File: config.mk
export PLATFORM = sky130hd
export DESIGN_NAME = pc_gen
export DESIGN_NICKNAME = d
export VERILOG_FILES = /design/src/rtl/pc_gen.sv
export SDC_FILE = /design/constraint.sdc
export NUM_CORES = 1
export LEC_CHECK = 0
export BUFFER_PORTS_ARGS = -buffer_cell sky130_fd_sc_hd__buf_4
export CAP_MARGIN = 40
export CORE_ASPECT_RATIO = 0.7
export CORE_MARGIN = 1
export CORE_UTILIZATION = 52
export DETAILED_ROUTE_END_ITERATION = 12
export PLACE_DENSITY_LB_ADDON = 0.25
export SLEW_MARGIN = 30
export SYNTH_ARGS = -nofsm -noshare
export SYNTH_HDL_FRONTEND = slang
export SYNTH_SLANG_ARGS = --single-unit
File: constraint.sdc
create_clock -name clk -period 3.96 [get_ports clk]
set_clock_uncertainty 0.05 [all_clocks]
set_input_delay 0.396 -clock clk [delete_from_list [all_inputs] [get_ports clk]]
set_output_delay 0.396 -clock clk [all_outputs]
set_load 0.01 [all_outputs]
File: src/rtl/pc_gen.sv
// -----------------------------------------------------------------------------
// pc_gen -- fetch-stage program counter for the pipelined MIPS core.
//
// Holds the word-aligned fetch address and picks the next one, highest
// priority first: reset vector, exception vector, EX-stage redirect, stall
// hold, predecoded call target, return-address-stack pop, sequential +1.
//
// Optional feature macro: PC_RAS_EN
//   defined   -> a circular return-address stack predicts `jr $ra` targets.
//   undefined -> no stack; pred_ret is ignored, pred_call only redirects,
//                pc_from_ras=0, ras_empty=1, ras_full=0 constantly.
//
// Parameters:
//   ADDR_W    byte address width; pc holds bits [ADDR_W-1:2]
//   RESET_VEC byte address loaded on reset
//   EXC_VEC   byte address loaded on exception entry
//   RAS_DEPTH return-address-stack entries (power of two, >= 2)
//
// Ports:
//   clk            in   rising-edge clock
//   rst            in   synchronous active-low reset
//   stall          in   hold pc (hazard unit)
//   redirect_valid in   EX resolved branch/jump/mispredict
//   redirect_pc    in   redirect target, word address
//   exc_valid      in   exception entry
//   pred_call      in   predecode: jal/jalr with known target
//   call_target    in   predecoded call target, word address
//   pred_ret       in   predecode: jr $ra
//   pc             out  current fetch word address (registered)
//   pc_from_ras    out  current pc came from a stack pop
//   ras_empty      out  stack holds no entries (registered)
//   ras_full       out  stack holds RAS_DEPTH entries (registered)
// -----------------------------------------------------------------------------
module pc_gen #(
  parameter int                ADDR_W    = 32,
  parameter logic [ADDR_W-1:0] RESET_VEC = 32'h0000_3000,
  parameter logic [ADDR_W-1:0] EXC_VEC   = 32'h0000_4180,
  parameter int                RAS_DEPTH = 4
) (
  input  logic              clk,
  input  logic              rst,
  input  logic              stall,
  input  logic              redirect_valid,
  input  logic [ADDR_W-3:0] redirect_pc,
  input  logic              exc_valid,
  input  logic              pred_call,
  input  logic [ADDR_W-3:0] call_target,
  input  logic              pred_ret,
  output logic [ADDR_W-3:0] pc,
  output logic              pc_from_ras,
  output logic              ras_empty,
  output logic              ras_full
);

  localparam int PTR_W = $clog2(RAS_DEPTH);
  localparam int CNT_W = $clog2(RAS_DEPTH + 1);

  localparam logic [ADDR_W-3:0] RST_WORD = RESET_VEC[ADDR_W-1:2];
  localparam logic [ADDR_W-3:0] EXC_WORD = EXC_VEC[ADDR_W-1:2];

  logic [ADDR_W-3:0] r_pc;
  logic [ADDR_W-3:0] w_pc_inc;
  logic [ADDR_W-3:0] w_ras_top;
  logic              w_pop;

  // Predecode inputs only act when nothing of higher priority claims the edge.
  logic w_run;
  assign w_run    = ~exc_valid & ~redirect_valid & ~stall;
  assign w_pc_inc = r_pc + 1'b1;  // wraps modulo 2^(ADDR_W-2)

`ifdef PC_RAS_EN
  localparam logic [CNT_W-1:0] DEPTH_C = CNT_W'(RAS_DEPTH);

  logic [ADDR_W-3:0] r_ras [RAS_DEPTH];
  logic [PTR_W-1:0]  r_ptr;          // next slot to write; top is r_ptr-1
  logic [CNT_W-1:0]  r_cnt;
  logic              r_pc_from_ras;
  logic              r_ras_empty;
  logic              r_ras_full;
  logic [PTR_W-1:0]  w_top_idx;
  logic              w_push;
  logic [PTR_W-1:0]  w_ptr_nxt;
  logic [CNT_W-1:0]  w_cnt_nxt;

  assign w_top_idx = r_ptr - 1'b1;
  assign w_ras_top = r_ras[w_top_idx];
  assign w_push    = rst & w_run & pred_call;
  // A call in the same cycle wins, so the return is dropped.
  assign w_pop     = rst & w_run & ~pred_call & pred_ret & ~r_ras_empty;

  always_comb begin
    w_ptr_nxt = r_ptr;
    w_cnt_nxt = r_cnt;
    if (exc_valid) begin
      w_ptr_nxt = '0;
      w_cnt_nxt = '0;
    end else if (w_push) begin
      // When full, the slot at r_ptr is the oldest entry and is overwritten.
      w_ptr_nxt = r_ptr + 1'b1;
      w_cnt_nxt = (r_cnt == DEPTH_C) ? r_cnt : r_cnt + 1'b1;
    end else if (w_pop) begin
      w_ptr_nxt = w_top_idx;
      w_cnt_nxt = r_cnt - 1'b1;
    end
  end

  always_ff @(posedge clk) begin
    if (!rst) begin
      r_ptr       <= '0;
      r_cnt       <= '0;
      r_ras_empty <= 1'b1;
      r_ras_full  <= 1'b0;
    end else begin
      r_ptr       <= w_ptr_nxt;
      r_cnt       <= w_cnt_nxt;
      r_ras_empty <= (w_cnt_nxt == '0);
      r_ras_full  <= (w_cnt_nxt == DEPTH_C);
    end
  end

  // Stack storage carries no reset; validity is tracked by r_cnt.
  always_ff @(posedge clk) begin
    if (w_push) r_ras[r_ptr] <= w_pc_inc;
  end

  always_ff @(posedge clk) begin
    if (!rst) begin
      r_pc_from_ras <= 1'b0;
    end else if (exc_valid || redirect_valid || !stall) begin
      r_pc_from_ras <= w_pop;
    end
  end

  assign pc_from_ras = r_pc_from_ras;
  assign ras_empty   = r_ras_empty;
  assign ras_full    = r_ras_full;
`else
  // Return prediction is disabled: pred_ret never takes effect.
  assign w_pop       = pred_ret & 1'b0;
  assign w_ras_top   = '0;
  assign pc_from_ras = 1'b0;
  assign ras_empty   = 1'b1;
  assign ras_full    = 1'b0;
`endif

  always_ff @(posedge clk) begin
    if (!rst) begin
      r_pc <= RST_WORD;
    end else if (exc_valid) begin
      r_pc <= EXC_WORD;
    end else if (redirect_valid) begin
      r_pc <= redirect_pc;
    end else if (!stall) begin
      if (pred_call)  r_pc <= call_target;
      else if (w_pop) r_pc <= w_ras_top;
      else            r_pc <= w_pc_inc;
    end
  end

  assign pc = r_pc;

endmodule
# --- Word-level counts from Yosys, hierarchy flattened ---
# Index checks and enable logic that the tools add are counted.
op_classes:
  n_addsub: 1
  eq_ne: 2
  n_mux: 4
  bitwise_logic: 1
  n_reduce_logical: 1
op_table:
  columns: ["op", "count"]
  rows:
  - ["$mux 30", 3]
  - ["$add 30x1->30 const B", 1]
  - ["$mux 13", 1]
  - ["$ne 3x1->1 const B", 1]
  - ["$ne 2x1->1 const B", 1]
  - ["$reduce_or 2->1", 1]
  - ["$not 1->1", 1]
word_totals:
  regBits: 30
  input_bits: 67
  out_inout_bits: 33
  wordCells: 11

# --- Depth between registers and ports, before layout ---
depth:
  depth_word: 5
  ltp_mapped: 7
  mapped_depth_nobuf: 6

# --- Worst setup path after synthesis ---
# OpenSTA, ideal clock, no wires.
synth_path:
  path_type: "register to register"
  startpoint: "register r_pc[0] (netlist: pc[0])"
  endpoint: "register r_pc[26] (netlist: pc[26])"
  setup_time_ps: 136
  arrival_time_ps: 1604
  t_required_ps: 3774
  setup_slack_ps: 2169
  path_stages_with_launch: 8
  n_path_buf: 1
  synth_period_minus_slack_ps: 1791
  cell_sequence: "dfxtp_1 > ha_1 > and3_1 > clkbuf_1 > nand4_2 > nor3_2 > mux2i_1 > a31oi_1"
synth_via:
  elab_chain_cells: 4
synth_lines:
  columns: ["item", "line", "rtl"]
  rows:
  - ["from (decl)", "61", "logic [ADDR_W-3:0] r_pc;"]
  - ["from (signal assigned)", "152", "r_pc <= redirect_pc;"]
  - ["from (signal assigned)", "154", "if (pred_call) r_pc <= call_target;"]
  - ["from (signal assigned)", "155", "else if (w_pop) r_pc <= w_ras_top;"]
  - ["$add 30x1->30", "69", "assign w_pc_inc = r_pc + 1'b1;"]
  - ["$mux 30", "154", null]
  - ["$mux 30", "153", "end else if (!stall) begin"]
  - ["$mux 30", "151", "end else if (redirect_valid) begin"]
# Every way passes these cells. The select of a mux whose other input is x is not followed.
# A chain may end at the register's enable or synchronous reset.

# --- Worst setup path after layout ---
layout_path:
  startpoint: "input redirect_valid"
  endpoint: "register r_pc[24] (netlist: pc[24])"
layout_via:
  elab_chain_cells: 1
  word_cells_on_any_way: 2
  cone_classes: "eq/ne: 1; mux: 1"
layout_lines:
  columns: ["item", "line", "rtl"]
  rows:
  - ["from (decl)", "43", "input logic redirect_valid,"]
  - ["$ne 2x1->1 (no source line) / $mux 30 (equally long branches)", null, null]
# Several ways; a longest one is shown, not always the timed one.

==> summary.md <==
| Metric | Value |
|---|---|
| Outcome | `finished, final reports clean` |
| Vias in the first global route | `between 2,000 and 2,500` |
| Number of synthesized register bits | `30` |
| Area delta synth->final | `33.83%` |
| Hold_ws | `0.2885 ns` |
| Total Nets Final | `467` |
| Post-synth cell types | `60` |
| Via Count | `between 2,000 and 3,000` |
| Arr. time, crit path | `2.25 ns` |
| Adder-cell share of the synthesized area | `0.5269%` |
| Max reg flops | `30` |
| Final Hold Fails | `0` |
| Worst hold path startpoint | `redirect_pc[2]` |
| Synth warn | `0` |
| Top post-synthesis cells by area | `dfxtp_1, nand2_1, nor3_1, o21ai_0, mux2i_1` |
| RSZ-0062 raised after global routing | `false` |
| Post-CTS resize count | `0` |
| Htree depth | `2` |
| Slowest CP cell | `clkinv_1` |
| Most common flop cell mapped by yosys | `dfxtp_1` |
| Share of cells above drive strength 1 | `30.00%` |
| Mapped Cells | `319` |
| Largest net degree at the start of global routing | `42` |
| XOR/XNOR Fraction of Synth Area | `~2.6%` |
| Avg Inst Size Synth | `7.444 sq um` |
| PortBufs | `95` |
| Hpwl dp | `5186 um` |
| GRT Overall Usage | `31.62%` |
| Fin crit period | `~2.1 ns` |
| Static leakage | `1.276 nW` |
| Total Routed Length | `7495 um` |
| Fin. max-slew vios | `0` |
| Longest Clk Path Bufs | `2` |
| GRT overflow | `0` |
| TNS Setup | `0 ns` |
| CP max FO | `40` |
| Antenna violations before repair | `0` |
| Post-route DRC | `0` |
| Rel. slew slack | `between 50% and 60%` |
| Post-synth EDFFs | `0` |
| CTS tree | `yes` |
| Setup CP Type | `in2reg` |
| Die Ht | `58.54 um` |
| Die W | `82.77 um` |
| I/O Pins | `100` |
| PD cells | `263.9 nW/um^2` |
| Post-DRT Antenna Nets | `0` |
| CP Data Required Time | `4.08 ns` |
| Later-pin clock latency in the skew report | `0.29 ns` |
| Mux share of post-synthesis cell area | `between 4 and 5%` |
| Worst-case vdd ir drop | `between 0.15 and 0.2 mV` |
| Crit path capture type | `register` |
| Fin util | `72.99%` |
| Routed len/inst | `16.47 um` |
| Setup Fix Bufs, Post-CTS | `0` |
| WP buf/inv | `2` |
| Crit-path cells | `buf_4 > clkinv_1 > nand2_1 > nand2_1 > o31ai_1 > a211oi_1` |
| First-pass GRT wire length | `11,540 um` |
| Netlist Area Pre-Place | `2375 sq um` |
| Most frequent cells in the layout | `buf_4, nand2_1, dfxtp_1` |
| Total iterations of the first detailed-routing run | `5` |
| Largest family of logic cells by synthesized area | `simple AND/OR/NAND/NOR gates` |
| Critical R2R Launch | `pc[0]` |
| Critical path origin | `redirect_valid` |
| Post-synth ARST share | `0%` |
| Peak per-stage delay on the critical path | `around 0.55 ns` |
| Hold Path Class | `in2reg` |
| Core footprint | `around 4400 sq um` |
| Synth top area share | `25.29%` |
| N_diodes | `0` |
| CP delay by family, top | `buffers and inverters` |
| Site Rows | `20` |
| Maxcap violations | `0` |
| Vias/cell | `6.136` |
| Post-Synth Simple-Gate Area | `a little under a third` |
| DIE AREA | `a little under 5000 sq um` |
| Compound-Gate Fraction of Synth Area | `a little under 30%` |
| Worst-margin pin slew | `0.6991 ns` |
| Worst-path clk slew | `0.07 ns` |
| Routability cong. | `about 0.86` |
| Sequential cell area fraction in the yosys report | `25.29%` |
| Max frequency | `0.4689 GHz` |
| Most common cell after layout, fill and taps aside | `buf_4` |
| Sink Count | `30` |
| TritonCTS buffer count | `5` |
| Top cell type by total area after synthesis | `dfxtp_1` |
| Initial DRC Count | `262` |
| # hold bufs at CTS | `0` |
| Final setup viols | `0` |
| Most frequent cell on the critical path | `nand2_1` |
| Startpoint type of the worst setup path | `primary input` |
| Root buf cell | `clkbuf_8` |
| Final worst-path cycle share | `around 54%` |
| Fill cells | `348` |
| Starting density of the core | `54.54%` |
[final timing paths]
| kind | endpoint | slack (ns) | cells past startpoint |
|---|---|---|---|
| setup / recovery | pc[24] | 1.83 | 6 |
| hold reg to reg | pc[29] | 0.55 | 3 |
| hold / removal | pc[2] | 0.29 | 2 |
| setup reg to reg | pc[12] | 1.92 | 6 |
[final cells by class]
cell class | count | area (sq um) | share of cell area [%]
inverters | 6 | 22.52 | 0.7087
clock buffers | 8 | 110.1 | 3.465
repair buffers | 98 | 743.2 | 23.39
well taps | 55 | 68.82 | 2.165
multi-input cells | 258 | 1633 | 51.38
flip-flops and latches | 30 | 600.6 | 18.90
[cells by family (layout without fill, tap and decap cells)]
logic type | after synthesis | after routing
compound gates | 102 | 102
simple gates | 135 | 135
xor+xnor | 7 | 7
other cells | 2 | 3
buf+inv | 32 | 112
mux | 10 | 10
fa+ha+maj | 1 | 1
flops | 30 | 30
[stage by stage]
step	power (mW)	instance area [sq um]	worst slack (ns)	instances
after floorplan	0.4452	2379	2.169	320
after detailed placement	0.5418	3045	1.511	445
after global routing	0.8780	3178	1.706	455
final	0.8388	3178	1.827	455
after global placement	0.5371	3045	1.578	445
after CTS	0.8321	3156	1.804	453
[cell usage after synthesis (4+ instances only)]
cell / n
dfxtp_1: 30
clkbuf_1: 17
nor2b_1: 10
a211oi_1: 4
o21a_1: 5
a22oi_1: 9
o31ai_1: 9
and4_1: 5
buf_4: 4
xnor2_1: 5
o21ai_0: 19
mux2i_1: 9
nand2_1: 36
inv_1: 4
nand3_1: 11
nor3_1: 25
nand4_1: 5
o22ai_1: 5
a21oi_1: 17
nor2_1: 19
[routing by layer]
metal	up-vias	part of all wire (%)	GRT usage, %
met5	-	0	0
met2	142	45	48.36
met1	1270	45	44.51
met4	0	1.2	8.867
li1	1367	-	-
met3	13	8.6	7.287
[where the power goes]
group | internal (mW) | leakage [nW] | switching (mW)
clock | 0.175 | 0.0575 | 0.122
combinational | 0.103 | 0.972 | 0.0954
sequential | 0.317 | 0.246 | 0.0261
total | 0.596 | 1.28 | 0.243
Note: power is estimated with default switching activity, not from simulation.
